## src/rtl/rf_pkg.sv

```systemverilog
// Shared register-file definitions: array geometry and the write-select classifier
// used by both the register file and the upstream decoder bench.
package rf_pkg;

    localparam int NUM_REGS   = 8;
    localparam int REG_ADDR_W = 3;

    typedef enum logic [1:0] {
        SEL_ZERO   = 2'd0,
        SEL_ONEHOT = 2'd1,
        SEL_MULTI  = 2'd2
    } sel_class_t;

    // Clearing the lowest set bit leaves zero exactly when at most one bit was set.
    function automatic sel_class_t onehot_class(input logic [NUM_REGS-1:0] sel);
        logic [NUM_REGS-1:0] low_cleared;
        low_cleared = sel & (sel - {{(NUM_REGS-1){1'b0}}, 1'b1});
        if (sel == '0)
            return SEL_ZERO;
        else if (low_cleared == '0)
            return SEL_ONEHOT;
        else
            return SEL_MULTI;
    endfunction

endpackage

```

## src/rtl/reg_file_onehot_wr_onehot_check.sv

```systemverilog
// Combinational classifier for the one-hot write select: zero / one-hot / multi-hot
// plus the binary index of the selected register.
module onehot_check
    import rf_pkg::*;
(
    input  logic [NUM_REGS-1:0]   sel,
    output logic                  is_zero,
    output logic                  is_onehot,
    output logic                  is_multi,
    output logic [REG_ADDR_W-1:0] idx
);

    sel_class_t cls;

    always_comb begin
        cls       = onehot_class(sel);
        is_zero   = (cls == SEL_ZERO);
        is_onehot = (cls == SEL_ONEHOT);
        is_multi  = (cls == SEL_MULTI);
        // Only meaningful when is_onehot; multi-hot vectors never reach a write.
        idx = '0;
        for (int i = 0; i < NUM_REGS; i++) begin
            if (sel[i])
                idx = REG_ADDR_W'(i);
        end
    end

endmodule

```

## src/rtl/reg_file_onehot_wr.sv

```systemverilog
// 8-entry register file with one-hot write select, two registered read ports with
// write-to-read bypass, sticky illegal-select flag and accepted-write counter.
module reg_file_onehot_wr
    import rf_pkg::*;
#(
    parameter int DATA_W  = 8,
    parameter bit R0_ZERO = 1'b0
) (
    input  logic                  clk,
    input  logic                  rst,
    input  logic [NUM_REGS-1:0]   wr_sel,
    input  logic [DATA_W-1:0]     wr_data,
    input  logic [REG_ADDR_W-1:0] rd_addr_a,
    input  logic [REG_ADDR_W-1:0] rd_addr_b,
    input  logic                  rd_en,
    output logic [DATA_W-1:0]     rd_data_a,
    output logic [DATA_W-1:0]     rd_data_b,
    output logic                  sel_err,
    output logic [7:0]            wr_count
);

    logic [DATA_W-1:0]     regs [NUM_REGS];
    logic                  sel_zero;
    logic                  sel_onehot;
    logic                  sel_multi;
    logic [REG_ADDR_W-1:0] wr_idx;
    logic                  wr_accept;
    logic [DATA_W-1:0]     rd_next_a;
    logic [DATA_W-1:0]     rd_next_b;

    onehot_check u_onehot_check (
        .sel       (wr_sel),
        .is_zero   (sel_zero),
        .is_onehot (sel_onehot),
        .is_multi  (sel_multi),
        .idx       (wr_idx)
    );

    // A write to the hardwired-zero register is treated as if it never happened.
    always_comb begin
        wr_accept = sel_onehot && !(R0_ZERO && (wr_idx == '0));
    end

    always_comb begin
        rd_next_a = regs[rd_addr_a];
        if (wr_accept && (wr_idx == rd_addr_a))
            rd_next_a = wr_data;
        if (R0_ZERO && (rd_addr_a == '0))
            rd_next_a = '0;

        rd_next_b = regs[rd_addr_b];
        if (wr_accept && (wr_idx == rd_addr_b))
            rd_next_b = wr_data;
        if (R0_ZERO && (rd_addr_b == '0))
            rd_next_b = '0;
    end

    always_ff @(posedge clk) begin
        if (rst) begin
            for (int i = 0; i < NUM_REGS; i++)
                regs[i] <= '0;
            rd_data_a <= '0;
            rd_data_b <= '0;
            sel_err   <= 1'b0;
            wr_count  <= 8'd0;
        end else begin
            if (wr_accept) begin
                regs[wr_idx] <= wr_data;
                wr_count     <= wr_count + 8'd1;
            end
            if (sel_multi)
                sel_err <= 1'b1;
            if (rd_en) begin
                rd_data_a <= rd_next_a;
                rd_data_b <= rd_next_b;
            end
        end
    end

endmodule
```

## config.mk

```make
export PLATFORM = sky130hd
export DESIGN_NAME = reg_file_onehot_wr
export DESIGN_NICKNAME = d
export VERILOG_FILES = /design/src/rtl/rf_pkg.sv /design/src/rtl/reg_file_onehot_wr_onehot_check.sv /design/src/rtl/reg_file_onehot_wr.sv
export SDC_FILE = /design/constraint.sdc
export NUM_CORES = 1
export LEC_CHECK = 0
export CORE_MARGIN = 4
export CORE_UTILIZATION = 25
export DETAILED_ROUTE_END_ITERATION = 7
export DONT_BUFFER_PORTS = 1
export HOLD_SLACK_MARGIN = 0.05
export SYNTH_ARGS = -nofsm -noshare
export SYNTH_HDL_FRONTEND = slang
export SYNTH_HIERARCHICAL = 1
export SYNTH_SLANG_ARGS = --single-unit
```

## constraint.sdc

```tcl
create_clock -name clk -period 9.3 [get_ports clk]
set_input_delay 2.325 -clock clk [delete_from_list [all_inputs] [get_ports clk]]
set_output_delay 2.325 -clock clk [all_outputs]
set_load 0.05 [all_outputs]
```

Word level (Yosys, flattened, before mapping)
Memory sizes are Yosys's and may differ from the RTL's. A register that Yosys moved wholly into a read port is not among the register bits. Index checks and enable logic that the tools add are counted.

Bits in registers: 9. Memory bits (writable): 64. Output and inout bits: 25. Logic and storage cells: 28. Memories: 1.

Add/sub/neg operators: 2. Equal/unequal tests: 2. Mux-type cells: 17. Bitwise gates (word level): 1. Reduce and logical (&&, ||, !) cells: 3.

Memory list: regs (depth 8, width 8, read ports 2, clocked after memory_dff 2, write ports 8, line reg_file_onehot_wr.sv:22) `logic [DATA_W-1:0] regs [NUM_REGS];`.

Operators by type and width (count): 8-bit logical NOT (2); 3-bit 2-to-1 mux (5); 8-bit by 1-bit adder with 8-bit output (second input constant) (1); 8-bit AND (1); 2-bit 2-to-1 mux (4); 8-bit 2-to-1 mux (1); 8-bit OR reduction (1); 8-bit by 1-bit subtractor with 8-bit output (second input constant) (1); 1-bit 2-to-1 mux (7); 2-bit by 1-bit equality test with 1-bit output (second input constant) (1); 2-bit equality test (second input constant) (1).

Longest topological paths before layout
Depth after elaboration: 11. Gate-level depth with buffers: 9.

Modules after synthesis
The synthesis kept the hierarchy.

By module, submodules not included: reg_file_onehot_wr (times used 1, cells an instance 338, area an instance 4588.2 um^2, sequential area each 2422.3 um^2); onehot_check (times used 1, cells an instance 25, area an instance 146.4 um^2, sequential area each 0.0 um^2).

Least setup slack after synthesis
OpenSTA, ideal clock, no wires.

Kind: input port to flip-flop. Start point: input wr_sel[3]. End point: memory regs[3][0], enable pin. Library setup time: 0.309 ns. Arrival: 4.483 ns. Path slack: 4.508 ns. Stages on the path: 9. Path buffers: 1. Cell sequence: or4_4 > o31a_1 > or3_1 > a21boi_1 > buf_4 > and2b_1 > nand2_1 > nor2_1 > or2_2.

RTL lines: start, declared (line reg_file_onehot_wr.sv:11) `input logic [NUM_REGS-1:0] wr_sel,`; end, declared (line reg_file_onehot_wr.sv:22).

==> run metrics <==
status=completed; switch share=24.4%; Yosys Warn Count=6; fraction of layout cells with a size suffix above 1=12.7%; die width=145 um; GRT Total Usage=12.6%; total CTS buffers=9; Fmax achieved=0.192 GHz; DRC=0; min-delay worst type=flip-flop to flip-flop; FF-to-FF Start=wr_count[0]$_SDFFE_PP0P_; Post-Syn Instances=362; Cell Rows=50; kind of critical path=primary input to flip-flop; core area=18,600 um^2; worst skew pair latency=0.35 ns; period utilisation layout=56.0%; clock skew=0.00656 ns; cts repair resizes=0; RD Place Congestion=0.834; DR WL/cell=22.1 um; CP startpoint kind=primary input; RSZ-0062 raised after global routing=false; worst-case reg-to-reg path depth=3; Pleak=0.00177 uW; Comb pwr share=7.4%; max_cap viols=0; via/cell ratio=5.02; PwrDens=170 nW/um^2; synthesized area per cell=13.1 um^2; Mapped Area=4730 um^2; post-CTS setup repair buffer count=0; crit-path cells=or4_4 -> o31a_1 -> or3_1 -> a21boi_1 -> and2b_1 -> nand2_1 -> nor2_1 -> or2_2; critical path's slowest cell=a21boi_1; commonest non-fill, non-tap cells in the layout=and2_1 (64), edfxtp_1 (64), mux2i_1 (29); DRT Pass-1 Iters=4; Max Root-Sink Buffers=2; setup TNS=0 ns; CTS tree=done; Final Hold Viols=0; hold slack final=0.717 ns; Peak VDD IR=0.0767 mV; ANT nets after route=0; Final Routed Wirelength=13,100 um; CP endpoint kind=flip-flop; Area Overhead vs Synth=8.63%; beginning of the worst hold path=sel_err$_SDFFE_PP0P_; vias in the first global route=2,979; minimum clock period=5.21 ns; power share of the clock group=37.0%; CTS clk-pin slew, worst paths=0.06 ns; Port Buffers=0; Hold EP=sel_err$_SDFFE_PP0P_; htree depth=3; worst slew pin tran=1.03 ns; max-slew violation count=0; # diodes=0; initial antenna violation count=0; post-DP HPWL=9860 um; Critical Path RT=9.34 ns; Die Y=145 um; Place WS=3.79 ns; Fill cells=1,895; clock root buffer master=clkbuf_16; hold path depth=2; worst setup margin=4.09 ns; area of the die=21,200 um^2; Pint=659 uW; CP Data Arrival Time=5.25 ns; # IOs=50; Reg power frac=55.6%; Max-slew headroom=31.2%; Clock Sinks=89; # hold bufs at CTS=0; drt first-iter violations=377; grt ovf=0; sw power=213 uW; initial core utilization=25.3%; largest net degree at the start of global routing=25; syn nets=388; nets=382; worst-path fanout max=9; CP peak stage delay=0.60 ns; first-pass GRT wire length=19,700 um; # setup viols final=0; via count=2,988; Crit Reg-Reg Endpoint=wr_count[7]$_SDFFE_PP0P_; reg2reg setup slack=7.64 ns
-- worst max-delay path by stage --
| stage | startpoint | to | slack (ns) | cells after the start |
|---|---|---|---|---|
| 6_report | wr_sel[3] | regs[7][6]$_SDFFCE_PN0P_ | 4.09 | 8 |
| 5_1_grt | wr_sel[3] | regs[7][6]$_SDFFCE_PN0P_ | 3.89 | 8 |
| 4_1_cts | wr_sel[3] | regs[7][6]$_SDFFCE_PN0P_ | 4.14 | 8 |
| 3_5_place_dp | wr_sel[3] | regs[7][2]$_SDFFCE_PN0P_ | 3.79 | 8 |
| 3_3_place_gp | wr_sel[3] | regs[5][1]$_SDFFCE_PN0P_ | 3.87 | 8 |
| 2_1_floorplan | wr_sel[3] | regs[3][0]$_SDFFCE_PN0P_ | 4.52 | 9 |
-- final cells by class --
cell class / count / area [um^2] / share of cell area (%)
multi-input combinational: 254 / 2150 / 42.0
inverter: 2 / 7.51 / 0.146
sequential: 89 / 2420 / 47.2
clock buffer: 12 / 236 / 4.61
clock inverter: 4 / 20.0 / 0.390
tap: 234 / 293 / 5.70
-- routing by layer --
metal / wire length (um) / share of wire [%] / track usage, % / vias to the layer above
met5: 0 / 0 / 0 / -
met4: 262 / 2.0 / 4.27 / 0
met3: 1270 / 9.7 / 4.92 / 17
met2: 6420 / 49 / 20.6 / 121
met1: 5180 / 39 / 15.3 / 1489
li1: - / - / - / 1361
-- worst max-delay path: cells and delay by family --
| family | cells | cell delay, ns |
|---|---|---|
| AO/OA/AOI/OAI | 2 | 0.86 |
| AND/OR/NAND/NOR | 6 | 2.05 |
-- flip-flops by register name (all words and copies together) (netlist names) --
signal	cells
wr_count	8
sel_err	1
rd_data_b	8
rd_data_a	8
regs	64
-- metrics by stage --
| stage | instance area [um^2] | util [%] | power, uW | instances |
|---|---|---|---|---|
| 3_5_place_dp | 4880 | 26.2 | 558 | 579 |
| 2_1_floorplan | 4730 | - | 547 | 362 |
| 5_1_grt | 5130 | 27.5 | 904 | 595 |
| 4_1_cts | 5130 | 27.5 | 878 | 595 |
| 6_report | 5130 | 27.5 | 872 | 595 |
| 3_3_place_gp | 4880 | 26.2 | 556 | 579 |
-- power by group through the flow --
stage / Clock, uW / Sequential [uW] / Combinational [uW]
after floorplan: 0 / 483 / 64.0
after global placement: 0 / 493 / 62.8
after detailed placement: 0 / 493 / 64.4
after CTS: 329 / 485 / 64.5
after global routing: 348 / 487 / 69.3
final: 323 / 485 / 64.4
(Power assumes the default switching activity.)
